`src/rtl/vga_timing_pkg.sv`:
```
// Shared types and constants for the video timing sequencer.
// Holds the FSM state encoding, default 720p60 timing and width helpers.
// Pure declarations: no logic, no latency, no backpressure.
//
// Contents:
//   state_t          - sequencer state (IDLE, RUN, STOPPING)
//   DEF_*            - default 1280x720 @ 60 Hz timing parameters
//   DEF_H/V_TOTAL    - derived totals for the default timing
//   width_of()       - bit width needed to hold 0..n-1 (never below 1)
package vga_timing_pkg;

  typedef enum logic [1:0] {
    IDLE     = 2'd0,
    RUN      = 2'd1,
    STOPPING = 2'd2
  } state_t;

  // Default 720p60 timing (74.25 MHz pixel clock).
  localparam int unsigned DEF_H_ACTIVE = 1280;
  localparam int unsigned DEF_H_FP     = 110;
  localparam int unsigned DEF_H_SYNC   = 40;
  localparam int unsigned DEF_H_BP     = 220;
  localparam int unsigned DEF_V_ACTIVE = 720;
  localparam int unsigned DEF_V_FP     = 5;
  localparam int unsigned DEF_V_SYNC   = 5;
  localparam int unsigned DEF_V_BP     = 20;
  localparam bit          DEF_HS_POL   = 1'b1;
  localparam bit          DEF_VS_POL   = 1'b1;

  localparam int unsigned DEF_H_TOTAL =
    DEF_H_ACTIVE + DEF_H_FP + DEF_H_SYNC + DEF_H_BP;
  localparam int unsigned DEF_V_TOTAL =
    DEF_V_ACTIVE + DEF_V_FP + DEF_V_SYNC + DEF_V_BP;

  // Width of a counter/index ranging over 0..n-1. A range of one value still
  // gets a 1-bit signal so that no zero-width vectors are ever declared.
  function automatic int unsigned width_of(input int unsigned n);
    if (n <= 1) begin
      return 1;
    end
    return $clog2(n);
  endfunction

  localparam int unsigned DEF_H_CNT_W = width_of(DEF_H_TOTAL);
  localparam int unsigned DEF_V_CNT_W = width_of(DEF_V_TOTAL);

endpackage

```
`src/rtl/vga_wrap_cnt.sv`:
```
// Modulo-MODULUS up-counter with synchronous clear and terminal-count flag.
// Latency: count updates on the edge after inc; wrap is combinational.
// No backpressure: inc is a plain advance strobe, clear overrides inc.
//
// Ports:
//   clk    - clock, all logic on rising edge
//   rst    - synchronous active-high reset (count -> 0)
//   clear  - synchronous clear (count -> 0), takes priority over inc
//   inc    - advance by one this cycle
//   count  - current value, 0..MODULUS-1
//   wrap   - high when inc is set and count is at MODULUS-1, i.e. the
//            counter rolls over to 0 on the coming edge
module vga_wrap_cnt
  import vga_timing_pkg::*;
#(
  parameter int unsigned MODULUS = 16,
  parameter int unsigned W       = width_of(MODULUS)
) (
  input  logic         clk,
  input  logic         rst,
  input  logic         clear,
  input  logic         inc,
  output logic [W-1:0] count,
  output logic         wrap
);

  localparam logic [W-1:0] LAST = W'(MODULUS - 1);

  assign wrap = inc && (count == LAST);

  always_ff @(posedge clk) begin
    if (rst || clear) begin
      count <= '0;
    end else if (inc) begin
      count <= wrap ? '0 : count + W'(1);
    end
  end

endmodule

```
`src/rtl/vga_timing_ctrl.sv`:
```
// Video timing sequencer: generates VGA_HS/VGA_VS/VGA_DE plus an early pixel request.
// Latency: pix_req/pix_x/pix_y lead VGA_DE by one clock; VGA_DE is 2 clocks after counters.
// No backpressure: enable is a level request, honoured only on frame boundaries.
//
// Ports:
//   sys_clk      - pixel clock, all logic on rising edge
//   sys_rst      - synchronous active-high reset
//   enable       - level request to run video
//   busy         - high while the sequencer is not idle
//   pix_req      - pixel request, one cycle ahead of VGA_DE
//   pix_x/pix_y  - coordinates of the requested pixel (0 when pix_req=0)
//   frame_start  - pulse together with pix_req for pixel (0,0)
//   frame_done   - pulse on the last clock of a frame (stage-1 aligned)
//   VGA_HS/VS/DE - sync and data enable, mutually aligned
module vga_timing_ctrl
  import vga_timing_pkg::*;
#(
  parameter int unsigned H_ACTIVE = DEF_H_ACTIVE,
  parameter int unsigned H_FP     = DEF_H_FP,
  parameter int unsigned H_SYNC   = DEF_H_SYNC,
  parameter int unsigned H_BP     = DEF_H_BP,
  parameter int unsigned V_ACTIVE = DEF_V_ACTIVE,
  parameter int unsigned V_FP     = DEF_V_FP,
  parameter int unsigned V_SYNC   = DEF_V_SYNC,
  parameter int unsigned V_BP     = DEF_V_BP,
  parameter bit          HS_POL   = DEF_HS_POL,
  parameter bit          VS_POL   = DEF_VS_POL
) (
  input  logic                            sys_clk,
  input  logic                            sys_rst,
  input  logic                            enable,
  output logic                            busy,
  output logic                            pix_req,
  output logic [width_of(H_ACTIVE)-1:0]   pix_x,
  output logic [width_of(V_ACTIVE)-1:0]   pix_y,
  output logic                            frame_start,
  output logic                            frame_done,
  output logic                            VGA_HS,
  output logic                            VGA_VS,
  output logic                            VGA_DE
);

  localparam int unsigned H_TOTAL = H_ACTIVE + H_FP + H_SYNC + H_BP;
  localparam int unsigned V_TOTAL = V_ACTIVE + V_FP + V_SYNC + V_BP;
  localparam int unsigned HW      = width_of(H_TOTAL);
  localparam int unsigned VW      = width_of(V_TOTAL);
  localparam int unsigned XW      = width_of(H_ACTIVE);
  localparam int unsigned YW      = width_of(V_ACTIVE);

  // Sync windows as half-open ranges [START, STOP). Kept as 32-bit constants
  // so that STOP may equal the total without overflowing the counter width.
  localparam int unsigned HS_START = H_ACTIVE + H_FP;
  localparam int unsigned HS_STOP  = HS_START + H_SYNC;
  localparam int unsigned VS_START = V_ACTIVE + V_FP;
  localparam int unsigned VS_STOP  = VS_START + V_SYNC;

  // ------------------------------------------------------------------
  // Sequencer FSM
  // ------------------------------------------------------------------
  state_t state;
  state_t state_nxt;
  logic   running;      // counters advance in RUN and STOPPING
  logic   cnt_clear;    // hold/force counters to the frame origin

  logic [HW-1:0] h_cnt;
  logic [VW-1:0] v_cnt;
  logic          h_wrap;
  logic          v_wrap; // last clock of the frame while running

  assign running = (state != IDLE);

  always_ff @(posedge sys_clk) begin
    if (sys_rst) begin
      state <= IDLE;
    end else begin
      state <= state_nxt;
    end
  end

  always_comb begin
    state_nxt = state;
    cnt_clear = 1'b0;
    case (state)
      IDLE: begin
        // Counters are already at (0,0), so the first RUN clock is pixel (0,0).
        if (enable) begin
          state_nxt = RUN;
        end
      end
      RUN: begin
        if (!enable) begin
          state_nxt = STOPPING;
        end
      end
      STOPPING: begin
        // A re-raised enable wins over the frame end, so back-to-back frames
        // continue without a gap.
        if (enable) begin
          state_nxt = RUN;
        end else if (v_wrap) begin
          state_nxt = IDLE;
        end
      end
      default: begin
        state_nxt = IDLE;
      end
    endcase
    if (state_nxt == IDLE) begin
      cnt_clear = 1'b1;
    end
  end

  // ------------------------------------------------------------------
  // Stage 0: horizontal and vertical counters
  // ------------------------------------------------------------------
  vga_wrap_cnt #(
    .MODULUS (H_TOTAL),
    .W       (HW)
  ) u_h_cnt (
    .clk   (sys_clk),
    .rst   (sys_rst),
    .clear (cnt_clear),
    .inc   (running),
    .count (h_cnt),
    .wrap  (h_wrap)
  );

  vga_wrap_cnt #(
    .MODULUS (V_TOTAL),
    .W       (VW)
  ) u_v_cnt (
    .clk   (sys_clk),
    .rst   (sys_rst),
    .clear (cnt_clear),
    .inc   (h_wrap),
    .count (v_cnt),
    .wrap  (v_wrap)
  );

  // Zero-extended copies for unsigned compares against 32-bit constants.
  logic [31:0] h_pos;
  logic [31:0] v_pos;
  logic        active;
  logic        hs_on;
  logic        vs_on;
  logic        at_origin;

  assign h_pos     = 32'(h_cnt);
  assign v_pos     = 32'(v_cnt);
  assign active    = running && (h_pos < H_ACTIVE) && (v_pos < V_ACTIVE);
  assign hs_on     = running && (h_pos >= HS_START) && (h_pos < HS_STOP);
  assign vs_on     = running && (v_pos >= VS_START) && (v_pos < VS_STOP);
  assign at_origin = (h_cnt == '0) && (v_cnt == '0);

  // ------------------------------------------------------------------
  // Stage 1: pixel request, coordinates, frame markers
  // ------------------------------------------------------------------
  // hs_s1/vs_s1 carry the unpolarised "sync window" flag so HS/VS see the
  // same two-register delay as DE.
  logic hs_s1;
  logic vs_s1;

  always_ff @(posedge sys_clk) begin
    if (sys_rst) begin
      pix_req     <= 1'b0;
      pix_x       <= '0;
      pix_y       <= '0;
      frame_start <= 1'b0;
      frame_done  <= 1'b0;
      busy        <= 1'b0;
      hs_s1       <= 1'b0;
      vs_s1       <= 1'b0;
    end else begin
      pix_req     <= active;
      pix_x       <= active ? XW'(h_cnt) : '0;
      pix_y       <= active ? YW'(v_cnt) : '0;
      frame_start <= active && at_origin;
      frame_done  <= v_wrap;
      // Registered so busy falls one clock after the FSM reaches IDLE,
      // i.e. after frame_done has been presented.
      busy        <= running;
      hs_s1       <= hs_on;
      vs_s1       <= vs_on;
    end
  end

  // ------------------------------------------------------------------
  // Stage 2: video timing outputs with sync polarity applied
  // ------------------------------------------------------------------
  always_ff @(posedge sys_clk) begin
    if (sys_rst) begin
      VGA_DE <= 1'b0;
      VGA_HS <= ~HS_POL;
      VGA_VS <= ~VS_POL;
    end else begin
      VGA_DE <= pix_req;
      VGA_HS <= hs_s1 ? HS_POL : ~HS_POL;
      VGA_VS <= vs_s1 ? VS_POL : ~VS_POL;
    end
  end

endmodule

```
`config.mk`:
```
export PLATFORM = sky130hd
export DESIGN_NAME = vga_timing_ctrl
export DESIGN_NICKNAME = d
export VERILOG_FILES = /design/src/rtl/vga_timing_pkg.sv /design/src/rtl/vga_wrap_cnt.sv /design/src/rtl/vga_timing_ctrl.sv
export SDC_FILE = /design/constraint.sdc
export NUM_CORES = 1
export LEC_CHECK = 0
export CORE_ASPECT_RATIO = 1.4
export CORE_MARGIN = 2
export CORE_UTILIZATION = 55
export CTS_CLUSTER_DIAMETER = 40
export CTS_CLUSTER_SIZE = 20
export DETAILED_ROUTE_END_ITERATION = 16
export PLACE_DENSITY = 0.82
export RECOVER_POWER = 50
export SETUP_SLACK_MARGIN = 0.02
export SLEW_MARGIN = 20
export SYNTH_ARGS = -nofsm -noshare
export SYNTH_HDL_FRONTEND = slang
export SYNTH_HIERARCHICAL = 1
export SYNTH_SLANG_ARGS = --single-unit
export TNS_END_PERCENT = 20
```
`constraint.sdc`:
```
create_clock -name sys_clk -period 4.61 [get_ports sys_clk]
set_input_delay 0.922 -clock sys_clk [delete_from_list [all_inputs] [get_ports sys_clk]]
set_output_delay 0.922 -clock sys_clk [all_outputs]
set_load 0.01 [all_outputs]
```
==> flow_summary.yaml <==
synth:
  ys.flop_type: "dfxtp_1"
  syn-instance-count: 231
  synth_edf_count: 0
  synthesis.area_um2: 2170
  synth.distinct_cells: 47
  syn-num-nets: 238
  synth-async-reset-ratio_pct: 0
  synth.avg_cell_area_um2: 9.41
  synth-seq-cells: 53
  synth_warnings: 6
  ys_seq_area_share_pct: 48.8
cts:
  clkTransAtPathRegs_ns: 0.09
  cts_tree: "yes"
  cts_buffers: 5
  ctsHtreeMaxLevel: 2
  cts_resized: 0
  holdBufCountCts: 0
  cts-root-buf: "clkbuf_8"
  cts_buffer_depth: 2
  clock-sinks: 53
  postCtsSetupBuffers: 0
  clk_latency_ns: 0.30
sta:
  rsz0062_at_grt: "no"
  setup_viol: 0
  layout_setup_ws_ns: 1.55
  finalMaxSlewViolations: 25
  slew_headroom_pct: -58.8
  post-route-period-util_pct: 66.3
  finClkSkew_ns: 0.00625
  fmax_mhz: 327
  worst_slew_pin_slew_ns: 2.36
  holdWs_ns: 0.446
  hold_viol: 0
  fin_crit_ns: 3.06
  setup_tns_ns: 0
worst_setup_path:
  worstPathArrival_ns: 3.25
  cp.required_ns: 4.80
  crit_path_top_delay_cell: "o21ai_0"
  cp_cell_sequence: "dlygate4sd3_1, o21ba_1, o21ai_0, nor3_1"
  critPathLaunchType: "primary input"
  cpLargestDelayFamily: "compound AO/OA/AOI/OAI gates"
  crit_type: "in -> reg"
  max_stage_delay_ns: 0.76
  cp_num_buf_inv: 1
  critPathCaptureType: "register"
  crit_fanout: 24
finish:
  area_growth_pct: 18.7
  layout_common_cells: "53 x dfxtp_1, 29 x dlygate4sd3_1, 26 x inv_1"
  final_cells: 308
  final_common_cell: "dfxtp_1"
  num-nets-final: 272
  diodes: 0
  drive_above_1_share_pct: 7.92
detailed_routing:
  post_drt_wl_per_cell_um: 14.2
  drt_iter0_markers: 59
  viasPerCell: 5.78
  dr.pass1.iters: 4
  wirelength_mm: 4.38
  vias: 1779
  drc_errors: 0
  ant_nets: 0
hold_path:
  hp-class: "reg -> reg"
floorplanning:
  start_util_pct: 56.5
  core_area_um2: 3850
  dieArea_um2: 4480
  rows: 27
  die_w_um: 57.1
  ios: 31
  dieHeight_um: 78.4
power:
  clockPowerShare_pct: 37.5
  leakagePower_nw: 0.952
  p_comb_share_pct: 3.5
  pwr-share-seq_pct: 58.9
  cellPowerDensity_nw_per_um2: 305
  p_int_w: 0.000629
  p_switching_w: 0.000158
  peakVddDrop_uv: 280
  p_sw_share_pct: 20.0
placed_design:
  place_ws_ns: 2.00
  place_congestion: 0.881
  hpwl_mm: 3.04
  io_buffers: 30
  dp_cells: 301
global_routing:
  first_global_vias: 1731
  grt_max_degree: 25
  grt_antenna_before_repair: 0
  grt_pass1_wl_mm: 7.71
  grt.overflow.total: 0
  grt_usage_pct: 22.1
run:
  drv_cap: 1
run_status:
  violations: "max-capacitance violations, max-slew violations"
  status: "complete, but fails checks"
-- cell usage after synthesis (2+ instances only) --
library cell  count  area share, %
a211oi_1          2           0.69
xnor2_1           4            1.6
o21ai_0           6            1.4
nand3_1           5            1.2
nor3_1           24            5.5
nand3b_1          5            1.7
dfxtp_1          53             49
nor2_1           18            3.1
a31oi_1           2           0.58
xor2_1            8            3.2
or4_1             4            1.4
buf_2             2           0.46
or3_1             3           0.86
nor4_1            4            1.2
nand2_1           6            1.0
nand4bb_1         2            1.0
and2b_1           3            1.0
nand4_1           9            2.6
clkbuf_8          2            1.3
o31ai_1           2           0.69
nor2_2            2           0.58
nor3_2            4            1.8
a21oi_1           9            2.1
ha_1              4            2.3
inv_1            26            4.5
-- power groups by stage --
stage / sequential (W) / combinational, W / clock, W
3_3_place_gp: 0.000474 / 0.0000287 / 0
3_5_place_dp: 0.000474 / 0.0000289 / 0
6_report: 0.000464 / 0.0000279 / 0.000295
2_1_floorplan: 0.000475 / 0.0000196 / 0
4_1_cts: 0.000464 / 0.0000294 / 0.000302
5_1_grt: 0.000464 / 0.0000314 / 0.000321
-- worst reg2reg max path, cell delays in order, from the launching register on --
cell and delay [ns]:
dfxtp_1 0.48, inv_1 0.10, ha_1 0.20, and4bb_2 0.23
nand3_1 0.15, inv_1 0.15, nand3_1 0.26, nor3_1 0.10
inv_1 0.10, a21oi_1 0.08, o21a_1 0.22, nor2_1 0.30
o31ai_2 0.22, a21oi_1 0.16
-- layout make-up --
cell class | instances | area, um^2
clock buffers | 5 | 68.8
clock inverters | 2 | 35.0
flip-flops and latches | 53 | 1060
multi-input cells | 148 | 957
fillers | 332 | 1270
inverters | 26 | 97.6
repair buffers | 31 | 308
well taps | 43 | 53.8
-- cell families after synthesis --
group	after synthesis	share of synthesized area, %
adders and majority gates	4	2.30
buffers and inverters	30	6.21
and+or+nand+nor	103	29.2
xor gates and xnor gates	12	4.83
muxes	1	0.460
AOI/OAI and AO/OA	28	8.17
DFF	53	48.8
-- flip-flops by register name, indices dropped and copies added, names as in the netlist, 2 cells and up --
signal	cells
pix_x	11
pix_y	10
state	2
u_h_cnt/count	11
u_v_cnt/count	10
-- per-layer routing --
layer	global-route usage, %	wire (um)	vias up
met5	0	0	-
met4	9.53	67	0
met3	3.95	203	7
met2	38.2	2330	52
met1	26.4	1780	844
li1	-	-	876
-- per-stage QoR --
stage	power [W]	cell area (um^2)	utilization [%]
floorplan	0.000494	2170	-
detailed placement	0.000503	2500	64.9
global route	0.000817	2580	67.0
finish	0.000787	2580	67.0
CTS	0.000795	2600	67.6
global placement	0.000503	2500	64.9
-- worst paths after layout --
kind,startpoint,end,slack [ns],depth (start not counted)
max,sys_rst,pix_y[8],1.55,4
min,vs_s1,VGA_VS,0.45,1
max reg2reg,u_h_cnt/count[1],u_v_cnt/count[9],1.80,13
min reg2reg,vs_s1,VGA_VS,0.45,1
No activity file was read; power rests on OpenSTA's default activity.
